`config.mk`:
```
export PLATFORM = sky130hd
export DESIGN_NAME = aesl_deadlock_report_unit
export DESIGN_NICKNAME = d
export VERILOG_FILES = /design/src/rtl/aesl_deadlock_report_unit.sv
export SDC_FILE = /design/constraint.sdc
export NUM_CORES = 1
export LEC_CHECK = 0
export BUFFER_PORTS_ARGS = -buffer_cell sky130_fd_sc_hd__buf_4
export CAP_MARGIN = 20
export CORE_ASPECT_RATIO = 0.9
export CORE_UTILIZATION = 30
export CTS_BUF_LIST = sky130_fd_sc_hd__clkbuf_2 sky130_fd_sc_hd__clkbuf_4 sky130_fd_sc_hd__clkbuf_8
export CTS_CLUSTER_SIZE = 16
export DETAILED_ROUTE_END_ITERATION = 10
export PLACE_DENSITY_LB_ADDON = 0.12
export SYNTH_ARGS = -nofsm -noshare
export SYNTH_HDL_FRONTEND = slang
export SYNTH_SLANG_ARGS = --single-unit
```
`constraint.sdc`:
```
create_clock -name clock -period 6.54 [get_ports clock]
set_input_delay 1.962 -clock clock [delete_from_list [all_inputs] [get_ports clock]]
set_output_delay 1.962 -clock clock [all_outputs]
set_load 0.05 [all_outputs]
```
`src/rtl/aesl_deadlock_report_unit.sv`:
```
// Deadlock report arbiter: picks an origin process, launches a report token,
// tracks the processes it visits until the loop closes, and holds one report.
module aesl_deadlock_report_unit #(
  parameter int PROC_NUM = 4,
  parameter int ID_W     = 2,
  parameter int TIMEOUT  = 64
) (
  input  logic                clock,
  input  logic                reset,
  input  logic [PROC_NUM-1:0] dl_detect_vec,
  input  logic [PROC_NUM-1:0] token_active_vec,
  input  logic                report_ack,
  output logic [PROC_NUM-1:0] origin,
  output logic [PROC_NUM-1:0] token_clear,
  output logic                report_vld,
  output logic [ID_W-1:0]     report_origin,
  output logic [PROC_NUM-1:0] report_path,
  output logic [15:0]         report_len,
  output logic                deadlock_flag
);

  typedef enum logic [2:0] {
    ST_IDLE   = 3'd0,
    ST_ORIGIN = 3'd1,
    ST_WALK   = 3'd2,
    ST_REPORT = 3'd3,
    ST_DONE   = 3'd4
  } state_t;

  localparam logic [15:0] TIMEOUT_LAST = 16'(TIMEOUT - 1);
  localparam logic [15:0] CNT_MAX      = 16'hFFFF;

  // Lowest set index wins when several detectors fire together.
  function automatic logic [ID_W-1:0] lowest_idx(input logic [PROC_NUM-1:0] vec);
    lowest_idx = {ID_W{1'b0}};
    for (int i = PROC_NUM - 1; i >= 0; i--) begin
      if (vec[i]) lowest_idx = ID_W'(i);
    end
  endfunction

  function automatic logic [PROC_NUM-1:0] one_hot(input logic [ID_W-1:0] idx);
    one_hot = {{(PROC_NUM-1){1'b0}}, 1'b1} << idx;
  endfunction

  state_t              state_r;
  state_t              state_s;
  logic [ID_W-1:0]     origin_idx_r;
  logic [PROC_NUM-1:0] path_r;
  logic [15:0]         cnt_r;
  logic [15:0]         cnt_inc_s;
  logic                closure_s;

  // Next-state decode and the combinational token_clear strobe.
  always_comb begin
    state_s     = state_r;
    token_clear = {PROC_NUM{1'b0}};
    closure_s   = dl_detect_vec[origin_idx_r] & token_active_vec[origin_idx_r];
    cnt_inc_s   = (cnt_r == CNT_MAX) ? cnt_r : cnt_r + 16'd1;
    case (state_r)
      ST_IDLE: begin
        if (|dl_detect_vec) state_s = ST_ORIGIN;
        else                state_s = ST_IDLE;
      end
      ST_ORIGIN: state_s = ST_WALK;
      ST_WALK: begin
        // Closure takes priority over a coincident timeout.
        if (closure_s) begin
          state_s     = ST_REPORT;
          token_clear = one_hot(origin_idx_r);
        end else if (cnt_r == TIMEOUT_LAST) begin
          state_s = ST_IDLE;
        end else begin
          state_s = ST_WALK;
        end
      end
      ST_REPORT: begin
        if (report_ack) state_s = ST_DONE;
        else            state_s = ST_REPORT;
      end
      ST_DONE: state_s = ST_DONE;
      default: state_s = ST_IDLE;
    endcase
  end

  // State, walk bookkeeping and registered report outputs.
  always_ff @(posedge clock or posedge reset) begin
    if (reset) begin
      state_r       <= ST_IDLE;
      origin_idx_r  <= {ID_W{1'b0}};
      path_r        <= {PROC_NUM{1'b0}};
      cnt_r         <= 16'd0;
      origin        <= {PROC_NUM{1'b0}};
      report_vld    <= 1'b0;
      report_origin <= {ID_W{1'b0}};
      report_path   <= {PROC_NUM{1'b0}};
      report_len    <= 16'd0;
      deadlock_flag <= 1'b0;
    end else begin
      state_r    <= state_s;
      origin     <= {PROC_NUM{1'b0}};
      report_vld <= (state_s == ST_REPORT);
      case (state_r)
        ST_IDLE: begin
          if (|dl_detect_vec) begin
            origin_idx_r <= lowest_idx(dl_detect_vec);
            origin       <= one_hot(lowest_idx(dl_detect_vec));
          end
        end
        ST_ORIGIN: begin
          path_r <= one_hot(origin_idx_r);
          cnt_r  <= 16'd0;
        end
        ST_WALK: begin
          path_r <= path_r | token_active_vec;
          cnt_r  <= cnt_inc_s;
          if (closure_s) begin
            report_len    <= cnt_inc_s;
            report_path   <= path_r | token_active_vec;
            report_origin <= origin_idx_r;
            deadlock_flag <= 1'b1;
          end
        end
        ST_REPORT: ;
        ST_DONE:   ;
        default:   ;
      endcase
    end
  end

endmodule
```
# Yosys cells after proc, flatten, opt, wreduce, memory -nomap -nowiden
# Index checks and enable logic that the tools add are counted.
classes:
  add_sub_neg: 1
  n_lt_le_gt_ge: 1
  eq_ne: 7
  shifts: 2
  mux: 22
  n_bitwise: 2
  n_reduce_logical: 5
op_table:
  columns: ["op", "count"]
  rows:
  - ["$pmux 16 s2", 1]
  - ["$add 16x1->16 const B", 1]
  - ["$eq 16x16->1 const B", 1]
  - ["$eq 16x6->1 const B", 1]
  - ["$mux 16", 1]
  - ["$mux 2", 8]
  - ["$mux 4", 4]
  - ["$pmux 3 s5", 1]
  - ["$eq 3x2->1 const B", 3]
  - ["$pmux 4 s2", 1]
  - ["$shl 1x2->4 const A", 2]
  - ["$bmux 1 s2", 2]
  - ["$or 4x4->4", 1]
  - ["$reduce_and 2->1", 2]
  - ["$reduce_or 4->1", 1]
  - ["$eq 3x1->1 const B", 1]
  - ["$eq 3x3->1 const B", 1]
  - ["$logic_not 3->1", 1]
  - ["$lt 2x3->1 const B", 1]
  - ["$mux 1", 3]
  - ["$mux 3", 1]
  - ["$reduce_bool 2->1", 1]
  - ["$and 1x1->1", 1]
word_totals:
  reg_bits: 53
  in_bits: 11
  output_inout_bits: 32
  elab_cells: 50

# Depth between registers and ports, before layout
# Gate-level depths: netlist of run 1.
depth:
  ltp_word: 9
  mapped_depth: 8
  mapped_depth_nobuf: 6

# Worst setup path before layout of run 1
# OpenSTA, ideal clock, no wires.
synth_path:
  kind: "input -> output"
  startpoint: "input token_active_vec[0]"
  endpoint: "output token_clear[0]"
  arrival_ns: 3.719
  required_time_ns: 4.578
  slack_ns: 0.859
  stages: 5
  path_buffers: 1
  cell_sequence: "nand2_1 -> o21ai_0 -> o211ai_1 -> clkbuf_1 -> nor3_1"
synth_via:
  elab_chain_cells: 5
synth_rtl:
  columns: ["element", "line_no", "source"]
  rows:
  - ["start: declaration", "11", "input logic [PROC_NUM-1:0] token_active_vec,"]
  - ["$bmux 1 s2", "57", "closure_s = dl_detect_vec[origin_idx_r] & token_active_vec[origin_idx_r];"]
  - ["$mux 1 (implied by the code)", "57", null]
  - ["$and 1x1->1", "57", null]
  - ["$mux 4", "67", "if (closure_s) begin"]
  - ["$mux 4", "59", "case (state_r)"]
  - ["end: declaration", "14", "output logic [PROC_NUM-1:0] token_clear,"]
# No other way between the ends. The select of a mux whose other input is x is not followed.

# Worst setup path after layout of run 1
layout_path:
  startpoint: "input dl_detect_vec[0]"
  endpoint: "output token_clear[3]"
layout_via:
  elab_chain_cells: 5
layout_rtl:
  columns: ["element", "line_no", "source"]
  rows:
  - ["start: declaration", "10", "input logic [PROC_NUM-1:0] dl_detect_vec,"]
  - ["$bmux 1 s2", "57", null]
  - ["$mux 1 (implied by the code)", "57", null]
  - ["$and 1x1->1", "57", null]
  - ["$mux 4", "67", null]
  - ["$mux 4", "59", null]
# No other way between the ends. The select of a mux whose other input is x is not followed.

==> metrics, run 1 <==
hold_ws=0.473 ns; adder-cell share of the synthesized area=0.00448; clock sink total=53; nets=347; Layout Skew=0.0162 ns; crit path capture=token_clear[3]; min-delay src=report_path[2]$_DFFE_PP0P_; Iteration-0 DRC Markers=143; multiplexer share of the synthesized area=0.00403; FF+latch area=1330 µm²; Port-buffer cells=42; first-pass GRT wire length=11400 µm; post_cts resized=0; sequential-to-total area share from yosys stat=0.474; Setup crit start kind=input port; Clk pwr share=0.193; largest net degree at the start of global routing=54; CTS Buffer Depth=2; area delta synth->final=17.1%; reg-to-reg slack, setup=4.04 ns; fmax=187 MHz; WP data arrival=3.38 ns; Period Utilization, post-route=0.817; number of fillers in the final layout=962; min cycle time layout=5.34 ns; cell mode on critical path=buf_4; Hold Fails Final Rpt=0; Reg2Reg Capture Point=cnt_r[4]$_DFFE_PP0P_; Starting Density=0.308; largest family of logic cells by synthesized area=simple AND/OR/NAND/NOR gates; fin worst setup slack=1.20 ns; post-synth top area share=0.474; CP max-delay cell=o211a_1; GR Overflow Total=0; Final Core Density=0.360; Synth Area in XOR/XNOR=0.0251; Worst R2R Path Depth=6; Slew Limit Fails=0; die area=9710 µm²; pwr dens=431 nW/µm²; most frequent cells in the layout=53 x dfrtp_1, 50 x nand2_1, 45 x buf_4, 36 x o21ai_0, 19 x nor2_1; number of global-route vias before repair=2132; Synth area leader=dfrtp_1; TNS Setup=0 ns; Clock Root Buffer=clkbuf_8; Synthesized Nets=319; ant diodes=0; post-synthesis area per instance=9.10 µm²; IR drop worst, VDD=188 µV; area of the multi-input gates=1300 µm²; insertion delay to the later sink of the worst-skew pair=0.31 ns; Lkg Pwr=1.44 nW; HP Class=flip-flop to flip-flop; worst-margin pin slew=1.03 ns; GPL Wtd Cong=0.788; CP Class=input port to output pin; Synth Area in Compound Gates=0.194; drt drc=0; Worst Setup SP=dl_detect_vec[0]; Die X=104 µm; Via Count=2288; Slew headroom=0.310; initial antenna violation count=0; post-route ant nets=0; Synth Register Bits=53; Combinational Power Share=0.444; CTS tree=yes; RSZ-0062 raised after global routing=no; Area contributors post-synth=dfrtp_1 47%, nand2_1 6.7%, o21ai_0 6.4%; Place WS=1.23 ns; final wirelength=6900 µm; Setup crit end kind=output pin; WP data required=4.58 ns; Wirelength per Cell=15.1 µm; Switch Pwr=0.649 mW; cts bufs inserted=5; post-cts hold buffer count=0; sequential share of power=0.363; post-synthesis simple-gate area fraction=0.234; Syn Std Cell Area=2800 µm²; GRT Util Overall=0.151; H-tree depth=2; die height=93.6 µm; Vias/cell=5.00; switching share of total power=0.460; CTS clock-pin slew for the worst setup and hold paths=0.09 ns; outcome=completed; Yosys cell types=51; cells along the critical path=buf_4 > nand2_1 > o21ai_0 > o211a_1 > and3_1 > buf_4; setup repair bufs after CTS=0; Final Setup Violations=0; placed cells=450; share of cells above drive strength 1=0.196; DR pass1 iterations=5; internal power=0.761 mW; core area=9080 µm²; Crit path largest cell delay=0.54 ns; Final HPWL DP=4720 µm; final std cells w/o fill=458; MaxCap Viol Count=0; site row count=33; cell count after synthesis=307; Max FO, Critical Path=16; yosys warns=0; FF-to-FF Start=cnt_r[0]$_DFFE_PP0P_; most common cell after layout, fill and taps aside=dfrtp_1; Boundary Pins=43
## cell type report
type,instances,share of cell area
Multi-Input combinational cell,224,0.396
Sequential cell,53,0.405
Clock inverter,3,0.0210
Tap cell,122,0.0466
Clock buffer,5,0.0210
Timing Repair Buffer,45,0.103
Inverter,6,0.00688
## synthesized netlist by cell type, drive strengths merged
library cell and n:
dfrtp 53, nand2 50, o21ai 37, nor2 20, a31oi 17, a21oi 15, clkbuf 14, nand3 11
buf 10, and3 7, nor3 7, nor4 7, xnor2 7, inv 6, nand2b 6, nand4 5
o211ai 5, a211oi 4, o21a 3, a22o 2, nor2b 2, o31ai 2, or4 2, a21bo 1
a311oi 1, a31o 1, a32o 1, and2 1, and3b 1, and4b 1, ha 1, mux2 1
nor3b 1, nor4b 1, o211a 1, o22ai 1, or2 1, xor2 1
## state kept, by name, indices dropped and copies added, names as in the netlist
name	flops
report_vld	1
origin	4
report_path	4
path_r	4
cnt_r	16
deadlock_flag	1
report_len	16
origin_idx_r	2
state_r	3
report_origin	2
## worst min path at each step
stage                                       endpoint  depth (start not counted)  slack [ns]
after global routing       deadlock_flag$_DFFE_PP0P_                          1        0.50
after global placement    report_path[2]$_DFFE_PP0P_                          2        0.45
after detailed placement   deadlock_flag$_DFFE_PP0P_                          1        0.46
after CTS                 report_path[2]$_DFFE_PP0P_                          2        0.48
final                     report_path[2]$_DFFE_PP0P_                          2        0.47
after floorplan                path_r[3]$_DFFE_PP0P_                          2        0.48
## power groups by stage
| stage | clock network, mW | logic (mW) | registers [mW] |
|---|---|---|---|
| after detailed placement | 0 | 0.630 | 0.518 |
| final | 0.272 | 0.627 | 0.512 |
| after global placement | 0 | 0.630 | 0.519 |
| after global routing | 0.296 | 0.693 | 0.529 |
| after floorplan | 0 | 0.367 | 0.607 |
| after CTS | 0.282 | 0.633 | 0.512 |
## routing by layer
layer	up-vias	global-route usage	wire length [µm]
met2	53	0.204	2810
met4	0	0.0393	54
met1	1079	0.240	3760
met5	-	0	0
li1	1152	-	-
met3	4	0.0300	268
## logic make-up after synthesis
family	Yosys count
AND/OR/NAND/NOR	123
AO/OA/AOI/OAI	91
flip-flops	53
buffers and inverters	30
XOR/XNOR	8
multiplexers	1
adder cells (fa/ha/maj)	1
## worst max-delay path, delay by kind of cell
| kind | cells | cell delay [ns] |
|---|---|---|
| AOI/OAI and AO/OA | 2 | 0.84 |
| buffers and inverters | 2 | 0.29 |
| and+or+nand+nor | 2 | 0.28 |
## metrics by stage
stage	total power, mW	instance area [µm²]
6_report	1.41	3270
3_5_place_dp	1.15	3140
2_1_floorplan	0.974	2800
4_1_cts	1.43	3270
3_3_place_gp	1.15	3140
5_1_grt	1.52	3270
No activity file was read; power rests on OpenSTA's default activity.
==> inputs of run 2 (changes only) <==
- clock period: 6.54 -> 5.4 ns (I/O delays scaled with it)
==> run 2 against run 1 <==
Via count fell by 0.31%. Core utilization down 0.44 points. Die area unchanged. Count of clock-buffer cells in the layout did not move. Global-route usage shrank 0.16 points. Power grew 14%. Hold slack gained 0.0030 ns. Clock skew fell by 0.010 ns. Critical path depth stayed put. Critical endpoint is now token_clear[0].
==> metrics, run 2 (synthesized netlist as in run 1, its figures left out) <==
Final Setup Violations=0 (unchanged); reg-to-reg slack, setup=2.98 ns (-1.06 ns); number of fillers in the final layout=980 (+1.9%); FF-to-FF Start=cnt_r[0]$_DFFE_PP0P_; number of global-route vias before repair=2125 (-0.33%); post_cts resized=0 (unchanged); Vias/cell=4.97 (-0.52%); H-tree depth=2 (unchanged); CTS tree=yes; Max FO, Critical Path=6 (-10); hold_ws=0.476 ns (+0.00295 ns); min-delay src=report_path[2]$_DFFE_PP0P_; Die X=104 µm (unchanged); HP Class=flip-flop to flip-flop; Hold Fails Final Rpt=0 (unchanged); TNS Setup=0 ns (unchanged); post-cts hold buffer count=0 (unchanged); Boundary Pins=43 (unchanged); cts bufs inserted=5 (unchanged); initial antenna violation count=0 (unchanged); die height=93.6 µm (unchanged); DR pass1 iterations=4 (-1); Worst Setup SP=dl_detect_vec[0]; fmax=224 MHz; CTS Buffer Depth=2 (unchanged); Port-buffer cells=42 (unchanged); Starting Density=0.308 (unchanged); post-route ant nets=0 (unchanged); drt drc=0 (unchanged); CTS clock-pin slew for the worst setup and hold paths=0.10 ns (about the same); placed cell area=3140 µm² (+0.24%); share of cells above drive strength 1=0.199 (+0.00238); insertion delay to the later sink of the worst-skew pair=0.31 ns (about the same); outcome=completed; core area=9080 µm² (unchanged); MaxCap Viol Count=0 (unchanged); clock sink total=53 (unchanged); Iteration-0 DRC Markers=118 (-17%); pwr dens=499 nW/µm² (+16%); Post-Layout Inst Area=3230 µm² (-1.2%); Setup crit end kind=output pin; GRT Util Overall=0.150 (-0.00155); Setup crit start kind=input port; final wirelength=6840 µm (-0.78%); Via Count=2281 (-0.31%); most frequent cells in the layout=53 x dfrtp_1, 50 x nand2_1, 46 x buf_4, 36 x o21ai_0, 19 x nor2_1; site row count=33 (unchanged); setup repair bufs after CTS=0 (unchanged); WP data arrival=2.84 ns (-0.54 ns); worst-margin pin slew=1.01 ns (-0.0151 ns); Final HPWL DP=4800 µm (+1.6%); Slew Limit Fails=0 (unchanged); Clock Root Buffer=clkbuf_8; Period Utilization, post-route=0.825; area delta synth->final=15.7%; die area=9710 µm² (unchanged); nets=348 (+0.29%); biggest regs=cnt_r: 16 flops, report_len: 16 flops; ant diodes=0 (unchanged); IR drop worst, VDD=233 µV (+24%); RSZ-0062 raised after global routing=no; GPL Wtd Cong=0.786 (-0.20%); Reg2Reg Capture Point=cnt_r[4]$_DFFE_PP0P_; Slew headroom=0.320 (+0.0102); Wirelength per Cell=14.9 µm (-1.0%); most common cell after layout, fill and taps aside=dfrtp_1; largest net degree at the start of global routing=54 (unchanged); WP data required=3.78 ns (-0.80 ns); Worst R2R Path Depth=6 (unchanged); first-pass GRT wire length=11400 µm (-0.24%); Lkg Pwr=1.43 nW (-1.3%); Layout Skew=0.00592 ns (-0.0103 ns); min cycle time layout=4.46 ns; GR Overflow Total=0 (unchanged); CP Class=input port to output pin; crit path capture=token_clear[0]
-- run 2: cell types whose count changed in the layout (fill, tap and decap cells not counted) --
cell / previous run / this run
bufinv_16: 2 / 0
clkinv_2: 0 / 1
buf_4: 45 / 46
clkinvlp_4: 0 / 1
-- run 2: worst min path at each step --
stage | end | slack (ns) | cells after the start
6_report | report_path[2]$_DFFE_PP0P_ | 0.48 | 2
3_3_place_gp | report_path[2]$_DFFE_PP0P_ | 0.45 | 2
2_1_floorplan | path_r[3]$_DFFE_PP0P_ | 0.48 | 2
3_5_place_dp | report_path[2]$_DFFE_PP0P_ | 0.46 | 2
5_1_grt | report_path[1]$_DFFE_PP0P_ | 0.51 | 2
4_1_cts | report_path[2]$_DFFE_PP0P_ | 0.49 | 2
-- run 2: power breakdown --
| group | leakage (nW) | switching [mW] | internal, mW |
|---|---|---|---|
| sequential | 0.686 | 0.121 | 0.496 |
| clock | 0.0445 | 0.140 | 0.0925 |
| combinational | 0.694 | 0.520 | 0.244 |
| total | 1.43 | 0.781 | 0.832 |
-- run 2: critical path, stage by stage --
cell      delay, ns
buf_4          0.10
nand2_1        0.04
o21ai_0        0.30
o211ai_1       0.30
nor3_1         0.24
buf_4          0.23
-- run 2: area by class of cell --
type                       instances  area [µm²]  share of cell area
clock inverter                     3        21.3             0.00658
timing repair buffer              46         345               0.107
multi-input combinational        224        1300               0.401
clock buffer                       5        68.8              0.0213
inverter                           6        22.5             0.00697
tap                              122         153              0.0472
sequential                        53        1330               0.410
-- run 2: routing by layer --
metal | up-vias | track usage | share of wire
li1 | 1150 | - | -
met4 | 0 | 0.0357 | 0.0077
met3 | 4 | 0.0230 | 0.035
met1 | 1084 | 0.239 | 0.56
met2 | 43 | 0.207 | 0.39
met5 | - | 0 | 0
-- run 2: through the flow --
stage / setup slack (ns) / util / cells / power, mW
floorplan: 0.403 / - / 307 / 1.18
global placement: 0.940 / 0.346 / 451 / 1.39
detailed placement: 0.928 / 0.346 / 451 / 1.40
CTS: 0.912 / 0.356 / 459 / 1.63
global route: 0.794 / 0.356 / 459 / 1.74
finish: 0.943 / 0.356 / 459 / 1.61
